## src/rtl/mcht_rx.sv

```systemverilog
// IEEE 802.3 Manchester receiver. Each bit is re-centred on its mid-bit edge,
// and the result is delivered as one registered word per frame.
module mcht_rx #(
  parameter int OSR    = 16,
  parameter int DATA_W = 8
) (
  input  logic              clk,
  input  logic              rst,
  input  logic              en,
  input  logic              rx_in,
  output logic [DATA_W-1:0] rx_data,
  output logic              rx_valid,
  output logic              rx_err,
  output logic              rx_busy
);

  localparam int CW = ($clog2(OSR + 1) > 5) ? $clog2(OSR + 1) : 5;
  localparam int BW = $clog2(DATA_W + 1);

  localparam logic [CW-1:0] C_ARM   = CW'(OSR);
  localparam logic [CW-1:0] C_GLCH  = CW'(OSR / 4 - 1);
  localparam logic [CW-1:0] C_FIRST = CW'(3 * OSR / 4 - 1);
  localparam logic [CW-1:0] C_WIN   = CW'(OSR / 2 - 1);
  localparam logic [BW-1:0] C_LAST  = BW'(DATA_W - 1);

  typedef enum logic [1:0] {IDLE, START, DATA} state_e;

  state_e              state_q, state_d;
  logic [CW-1:0]       cnt_q, cnt_d;
  logic [BW-1:0]       bit_q, bit_d;
  logic                win_q, win_d;
  logic [DATA_W-1:0]   sh_q, sh_d;
  logic                sync1_q, sync2_q, prev_q;
  logic [DATA_W-1:0]   data_q, data_d;
  logic                valid_q, valid_d;
  logic                err_q, err_d;
  logic                busy_q, busy_d;
  logic                accept, timeout;

  logic edge_w, rise_w, armed_w;
  assign edge_w  = sync2_q ^ prev_q;
  assign rise_w  = sync2_q & ~prev_q;
  assign armed_w = (cnt_q == C_ARM);

  always_ff @(posedge clk or posedge rst) begin
    if (rst) begin
      state_q <= IDLE;
      cnt_q   <= '0;
      bit_q   <= '0;
      win_q   <= 1'b0;
      sh_q    <= '0;
      sync1_q <= 1'b0;
      sync2_q <= 1'b0;
      prev_q  <= 1'b0;
      data_q  <= '0;
      valid_q <= 1'b0;
      err_q   <= 1'b0;
      busy_q  <= 1'b0;
    end else begin
      state_q <= state_d;
      cnt_q   <= cnt_d;
      bit_q   <= bit_d;
      win_q   <= win_d;
      sh_q    <= sh_d;
      sync1_q <= rx_in;
      sync2_q <= sync1_q;
      prev_q  <= sync2_q;
      data_q  <= data_d;
      valid_q <= valid_d;
      err_q   <= err_d;
      busy_q  <= busy_d;
    end
  end

  // In IDLE the cycle counter doubles as the low-time arming counter (saturates at OSR).
  always_comb begin
    state_d = state_q;
    cnt_d   = cnt_q;
    bit_d   = bit_q;
    win_d   = win_q;
    sh_d    = sh_q;
    accept  = 1'b0;
    timeout = 1'b0;
    if (!en) begin
      state_d = IDLE;
      cnt_d   = '0;
      bit_d   = '0;
      win_d   = 1'b0;
    end else begin
      case (state_q)
        IDLE: begin
          win_d = 1'b0;
          bit_d = '0;
          if (rise_w && armed_w) begin
            state_d = START;
            cnt_d   = '0;
          end else if (sync2_q) begin
            cnt_d = '0;
          end else if (!armed_w) begin
            cnt_d = cnt_q + 1'b1;
          end
        end
        START: begin
          cnt_d = cnt_q + 1'b1;
          if (cnt_q == C_GLCH && !sync2_q) begin
            state_d = IDLE;
            cnt_d   = '0;
          end else if (cnt_q == C_FIRST) begin
            state_d = DATA;
            win_d   = 1'b1;
            cnt_d   = '0;
          end
        end
        DATA: begin
          if (!win_q) begin
            cnt_d = cnt_q + 1'b1;
            if (cnt_q == C_FIRST) begin
              win_d = 1'b1;
              cnt_d = '0;
            end
          end else if (edge_w) begin
            sh_d  = {sh_q[DATA_W-2:0], sync2_q};
            bit_d = bit_q + 1'b1;
            cnt_d = '0;
            win_d = 1'b0;
            if (bit_q == C_LAST) begin
              accept  = 1'b1;
              state_d = IDLE;
              bit_d   = '0;
            end
          end else if (cnt_q == C_WIN) begin
            timeout = 1'b1;
            state_d = IDLE;
            cnt_d   = '0;
            win_d   = 1'b0;
            bit_d   = '0;
          end else begin
            cnt_d = cnt_q + 1'b1;
          end
        end
        default: begin
          state_d = IDLE;
          cnt_d   = '0;
          bit_d   = '0;
          win_d   = 1'b0;
        end
      endcase
    end
  end

  always_comb begin
    valid_d = accept;
    err_d   = timeout;
    data_d  = accept ? {sh_q[DATA_W-2:0], sync2_q} : data_q;
    busy_d  = (state_d != IDLE);
  end

  assign rx_data  = data_q;
  assign rx_valid = valid_q;
  assign rx_err   = err_q;
  assign rx_busy  = busy_q;

endmodule

```

## config.mk

```make
export PLATFORM = sky130hd
export DESIGN_NAME = mcht_rx
export DESIGN_NICKNAME = d
export VERILOG_FILES = /design/src/rtl/mcht_rx.sv
export SDC_FILE = /design/constraint.sdc
export NUM_CORES = 1
export LEC_CHECK = 0
export CAP_MARGIN = 25
export CELL_PAD_IN_SITES_DETAIL_PLACEMENT = 1
export CELL_PAD_IN_SITES_GLOBAL_PLACEMENT = 2
export CORE_MARGIN = 1
export CORE_UTILIZATION = 41
export DETAILED_ROUTE_END_ITERATION = 12
export GPL_TIMING_DRIVEN = 0
export PLACE_DENSITY = 0.86
export SYNTH_ARGS = -nofsm -noshare
export SYNTH_HDL_FRONTEND = slang
export SYNTH_SLANG_ARGS = --single-unit
```

## constraint.sdc

```tcl
create_clock -name clk -period 2.94 [get_ports clk]
set_input_delay 0.441 -clock clk [delete_from_list [all_inputs] [get_ports clk]]
set_output_delay 0.441 -clock clk [all_outputs]
set_load 0.01 [all_outputs]
```

==> metrics.cfg, run 1 <==
[detailed_routing]
drc = 0
drt-initial-drc-count = 43
wl_per_cell_um = 16.7
via_per_inst = 5.57
drtAntennaViolNets = 0
firstDrtPassIters = 4
wirelength_mm = 3.62
detailroute.via_count = 1208

[worst_setup_path]
critical_path_peak_fanout = 9
cp-start-kind = flip-flop
cp-end-kind = flip-flop
crit_type = reg -> reg
worst_ep_arrival_time_ns = 2.47
slowest_delay_ns = 0.48
cpMaxStageDelayCell = nor3_4
worstPathCellList = ha_1 -> nand4b_2 -> nor3_4 -> mux2_2
crit_required_ns = 3.11

[logic_synthesis]
ys_ff_latch = 33
synth_top_family_by_area = simple AND/OR/NAND/NOR gates
synthSimpleGateAreaFrac_pct = 16.9
synth_common_cells = 33 x dfrtp_1, 16 x mux2_2, 9 x inv_1
synth-main-ff-cell = dfrtp_1
synth_compound_area_share_pct = 14.0
synth-warning-count = 0
syn_area_sq_um = 1710
async_flop_share_pct = 100
yosysUniqueCellTypes = 45
synth_top_area_cell = dfrtp_1
synth_top_area_share_pct = 48.2
yosysMostFrequentCell = dfrtp_1
synthTopCellsByArea = dfrtp_1 48%, mux2_2 11%, ha_1 5.8%
syn_nets = 156
yosys.area_share.adder_pct = 5.85
syn_area_per_cell_sq_um = 11.9
synth_xor_area_share_pct = 1.54
yosysSeqAreaShare_pct = 48.2
yosys-mux-area-fraction_pct = 11.1
synth-edff-count = 0
synthCells = 144

[place]
dp.cells = 209
io_buffers = 14
dp_slack_ns = 0.543
post_dp_cell_area_sq_um = 1940
place_congestion = 0.777
place_hpwl_mm = 2.74

[timing]
tightest_slew_ns = 0.599
min_period_over_period_pct = 78.2
setup_slack_ns = 0.641
fin_skew_ns = 0.00459
rsz0062_at_grt = no
slew_headroom_pct = 60.0
fin_crit_ns = 2.30
fmax_ghz = 0.435
final.setup.tns_ns = 0
hold_viol_final = 0
setup_violations = 0
finalMaxSlewViolations = 0

[floorplanning]
die-area_sq_um = 4440
core_area_sq_um = 4000
num_rows = 23
boundaryPins = 15
dieWidth_um = 66.6
die_y_um = 66.6
initial_utilization_pct = 42.8

[clock_tree]
cts.clk_slew.worst_paths_ns = 0.07
cts_htree_levels = 2
clockBufferDepth = 2
cts_tree = built
post-cts-setup-buffers = 0
clk_latency_ns = 0.29
cts-root-buf = clkbuf_8
cts.sinks = 33
cts_buffers = 5
ctsResizeCount = 0
hold_buffers = 0

[cells_and_area]
fin_cells = 217
drive_gt1_share_pct = 20.4
fin_area_sq_um = 2030
syn2layout_area_growth_pct = 18.5
n_fill_cell = 423
layout.nets = 178
diodes = 0

[grt]
overflow = 0
grt_pass1_vias = 1292
grtUsageTotal_pct = 18.8
grt_antenna_before_repair = 0
grt_start_max_net_pins = 22
grt_pass1_wl_mm = 6.15

[power]
power.total_mw = 0.838
leakagePower_nw = 0.955
pwr_density_cell_nw_per_um2 = 413
vdd_drop_max_mv = 0.161

[run_status]
run_status = completed

[flow_run]
drv_cap = 0

[hold_path]
holdCritPathClass = reg -> reg

## per-layer routing
| metal | vias to the layer above | part of all wire (%) | GRT usage, % |
|---|---|---|---|
| li1 | 579 | - | - |
| met1 | 608 | 44 | 23.0 |
| met2 | 18 | 52 | 31.9 |
| met3 | 3 | 3.1 | 5.48 |
| met4 | 0 | 0.80 | 4.79 |
| met5 | - | 0 | 0 |
## sequential cells by signal, summed over array words and instances, names as in the netlist, 2 cells and up
signal and flops:
state_q 2, rx_data 8, cnt_q 5, sh_q 7, bit_q 4
## power by group
part / switching (mW) / internal, mW
sequential: 0.00364 / 0.458
combinational: 0.0254 / 0.0178
clock: 0.170 / 0.163
## stage by stage
stage	utilization, %	hold slack, ns
after floorplan	-	0.331
after global placement	47.9	0.333
after global routing	50.7	0.373
after CTS	50.7	0.363
after detailed placement	48.5	0.347
final	50.7	0.360
## cell usage in the layout, fill, tap and decap left out, types with 3 or more instances in the layout
cell and count:
nand2_1 6, nor2b_1 3, inv_1 9, a31oi_1 4, dfrtp_1 33, a211oi_1 3, nand3_1 4, nand2b_1 4
clkbuf_8 5, ha_1 8, clkdlybuf4s50_1 14, nor2_1 6, o21ai_0 4, mux2_2 16
## critical path: cells and delay by family (launching register included)
kind                     cells  cell delay [ns]
AND/OR/NAND/NOR              2             0.93
adder cells (fa/ha/maj)      1             0.40
flip-flops                   1             0.45
multiplexers                 1             0.40
## path summary, 6_finish.rpt
kind,from,to,slack [ns],cells past startpoint
setup / recovery,sync2_q,rx_data[1],0.64,4
hold / removal,sync1_q,sync2_q,0.36,0
setup reg to reg,sync2_q,rx_data[1],0.64,4
hold reg to reg,sync1_q,sync2_q,0.36,0
max in group asynchronous,rst,rx_data[7],1.91,3
min in group asynchronous,rst,cnt_q[0],0.52,2
## cell type report
cell class              instances  area (sq um)  share of cell area [%]
inverters                       9          33.8                    1.67
plain buffers                   2          7.51                   0.370
flip-flops and latches         33           826                    40.7
multi-input cells             100           845                    41.6
well taps                      50          62.6                    3.08
clock inverters                 3          17.5                   0.864
repair buffers                 15           168                    8.27
clock buffers                   5          68.8                    3.39
## kinds of logic (layout without fill, tap and decap cells)
family                   count (synthesis)  after routing
AND/OR/NAND/NOR                         43             43
flip-flops                              33             33
AO/OA/AOI/OAI                           29             29
multiplexers                            17             17
buffers and inverters                   11             34
adder cells (fa/ha/maj)                  8              8
XOR/XNOR                                 3              3
(Power assumes the default switching activity.)
==> run 2, diff against run 1 <==
Settings changed: CORE_UTILIZATION 41 to 35, PLACE_DENSITY 0.86 to 0.78.
Clock period 2.94 ns to 2.1 ns, I/O delays scaled along.
==> metrics.cfg, run 2 (synthesis gave the netlist of run 1 again) <==
[clock_tree]
cts_buffers = 5
cts.sinks = 33
cts_tree = built
clockBufferDepth = 2
clk_latency_ns = 0.29
cts-root-buf = clkbuf_8
hold_buffers = 0
cts.clk_slew.worst_paths_ns = 0.07
cts_htree_levels = 2

[worst_setup_path]
crit_type = reg -> reg
critical_path_peak_fanout = 7
reg2reg_depth = 5
crit_required_ns = 2.31
cp-start-kind = flip-flop
worst_ep_arrival_time_ns = 2.19
cp-end-kind = flip-flop

[floorplanning]
die_y_um = 71.9
dieWidth_um = 71.9
boundaryPins = 15
die-area_sq_um = 5170
num_rows = 25
core_area_sq_um = 4720
initial_utilization_pct = 36.2

[timing]
min_period_over_period_pct = 94.6
hold_viol_final = 0
rsz0062_at_grt = no
finalMaxSlewViolations = 0
fmax_ghz = 0.503
tightest_slew_ns = 0.523
fin_crit_ns = 1.99
fin_skew_ns = 0.00670
slew_headroom_pct = 65.1
setup_slack_ns = 0.113
setup_violations = 0

[detailed_routing]
firstDrtPassIters = 5
drtAntennaViolNets = 0
drc = 0
detailroute.via_count = 1232
wl_per_cell_um = 15.6
drt-initial-drc-count = 19
wirelength_mm = 3.72
via_per_inst = 5.18

[hold_path]
holdCritPathClass = in -> async

[place]
dp_slack_ns = -0.248
place_congestion = 0.767
dp.cells = 226
place_hpwl_mm = 2.76
io_buffers = 14

[flow_run]
drv_cap = 0

[cells_and_area]
drive_gt1_share_pct = 24.0
fin_cells = 238
diodes = 0
layout.nets = 182
final_common_cell = dfrtp_1
syn2layout_area_growth_pct = 23.0
layout_common_cells = 32 x dfrtp_1, 16 x mux2_2, 14 x clkdlybuf4s50_1
largest_reg_flops = 8

[grt]
grt_antenna_before_repair = 0
grt_use_met3_pct = 3.75
grt_busiest_layer = met2
grtUsageTotal_pct = 16.5
use_met2_pct = 28.0
grt_pass1_vias = 1306
grt_start_max_net_pins = 24
globalRouteMet1Util_pct = 21.0
overflow = 0
grt_pass1_wl_mm = 6.51

[power]
power.total_mw = 1.18
vdd_drop_max_mv = 0.232
leakagePower_nw = 0.984
pwr_density_cell_nw_per_um2 = 560

[run_status]
run_status = completed

==> run 2: final timing paths <==
| check | startpoint | to | slack (ns) |
|---|---|---|---|
| setup / recovery | sync2_q | bit_q[0] | 0.11 |
| hold / removal | rst | state_q[0] | 0.36 |
| setup reg to reg | sync2_q | bit_q[0] | 0.11 |
| hold reg to reg | sync1_q | sync2_q | 0.36 |
| max in group asynchronous | rst | sync2_q | 1.23 |
| min in group clk | sync1_q | sync2_q | 0.36 |
==> run 2: stage by stage <==
step	utilization [%]	hold WS (ns)	setup TNS, ns	cell area (sq um)
3_5_place_dp	41.6	0.348	-2.01	1960
2_1_floorplan	-	0.331	0	1710
6_report	44.6	0.361	0	2100
4_1_cts	44.2	0.363	0	2090
5_1_grt	44.6	0.383	0	2100
3_3_place_gp	41.0	0.334	-1.44	1940
==> run 2: timing repair <==
action / 4_1_cts / 5_1_grt
buffers inserted: 4 / 0
pin swaps: 2 / 0
endpoints found under the setup margin: 10 / 14
gates resized for setup: 1 / 3
==> run 2: per-layer routing <==
layer / part of all wire, % / wire length [um]
met5: 0 / 0
met4: 1.3 / 50
met3: 2.2 / 83
met2: 50 / 1850
met1: 47 / 1740
==> run 2: layout make-up <==
cell class	instances	area [sq um]
plain buffers	2	7.51
clock buffers	5	68.8
clock inverters	3	17.5
fillers	499	2620
inverters	9	33.8
multi-input cells	100	868
flip-flops and latches	33	827
well taps	67	83.8
repair buffers	19	198
==> run 2: worst max-delay path, cell delays in order, from the launching register on <==
cell,delay [ns]
dfrtp_2,0.48
ha_4,0.32
and2b_2,0.27
a22oi_4,0.19
or4b_1,0.48
o22ai_1,0.18
==> run 2: report_power, final <==
part / switching, mW / internal [mW]
Clock: 0.238 / 0.228
Combinational: 0.0362 / 0.0289
Sequential: 0.00608 / 0.641
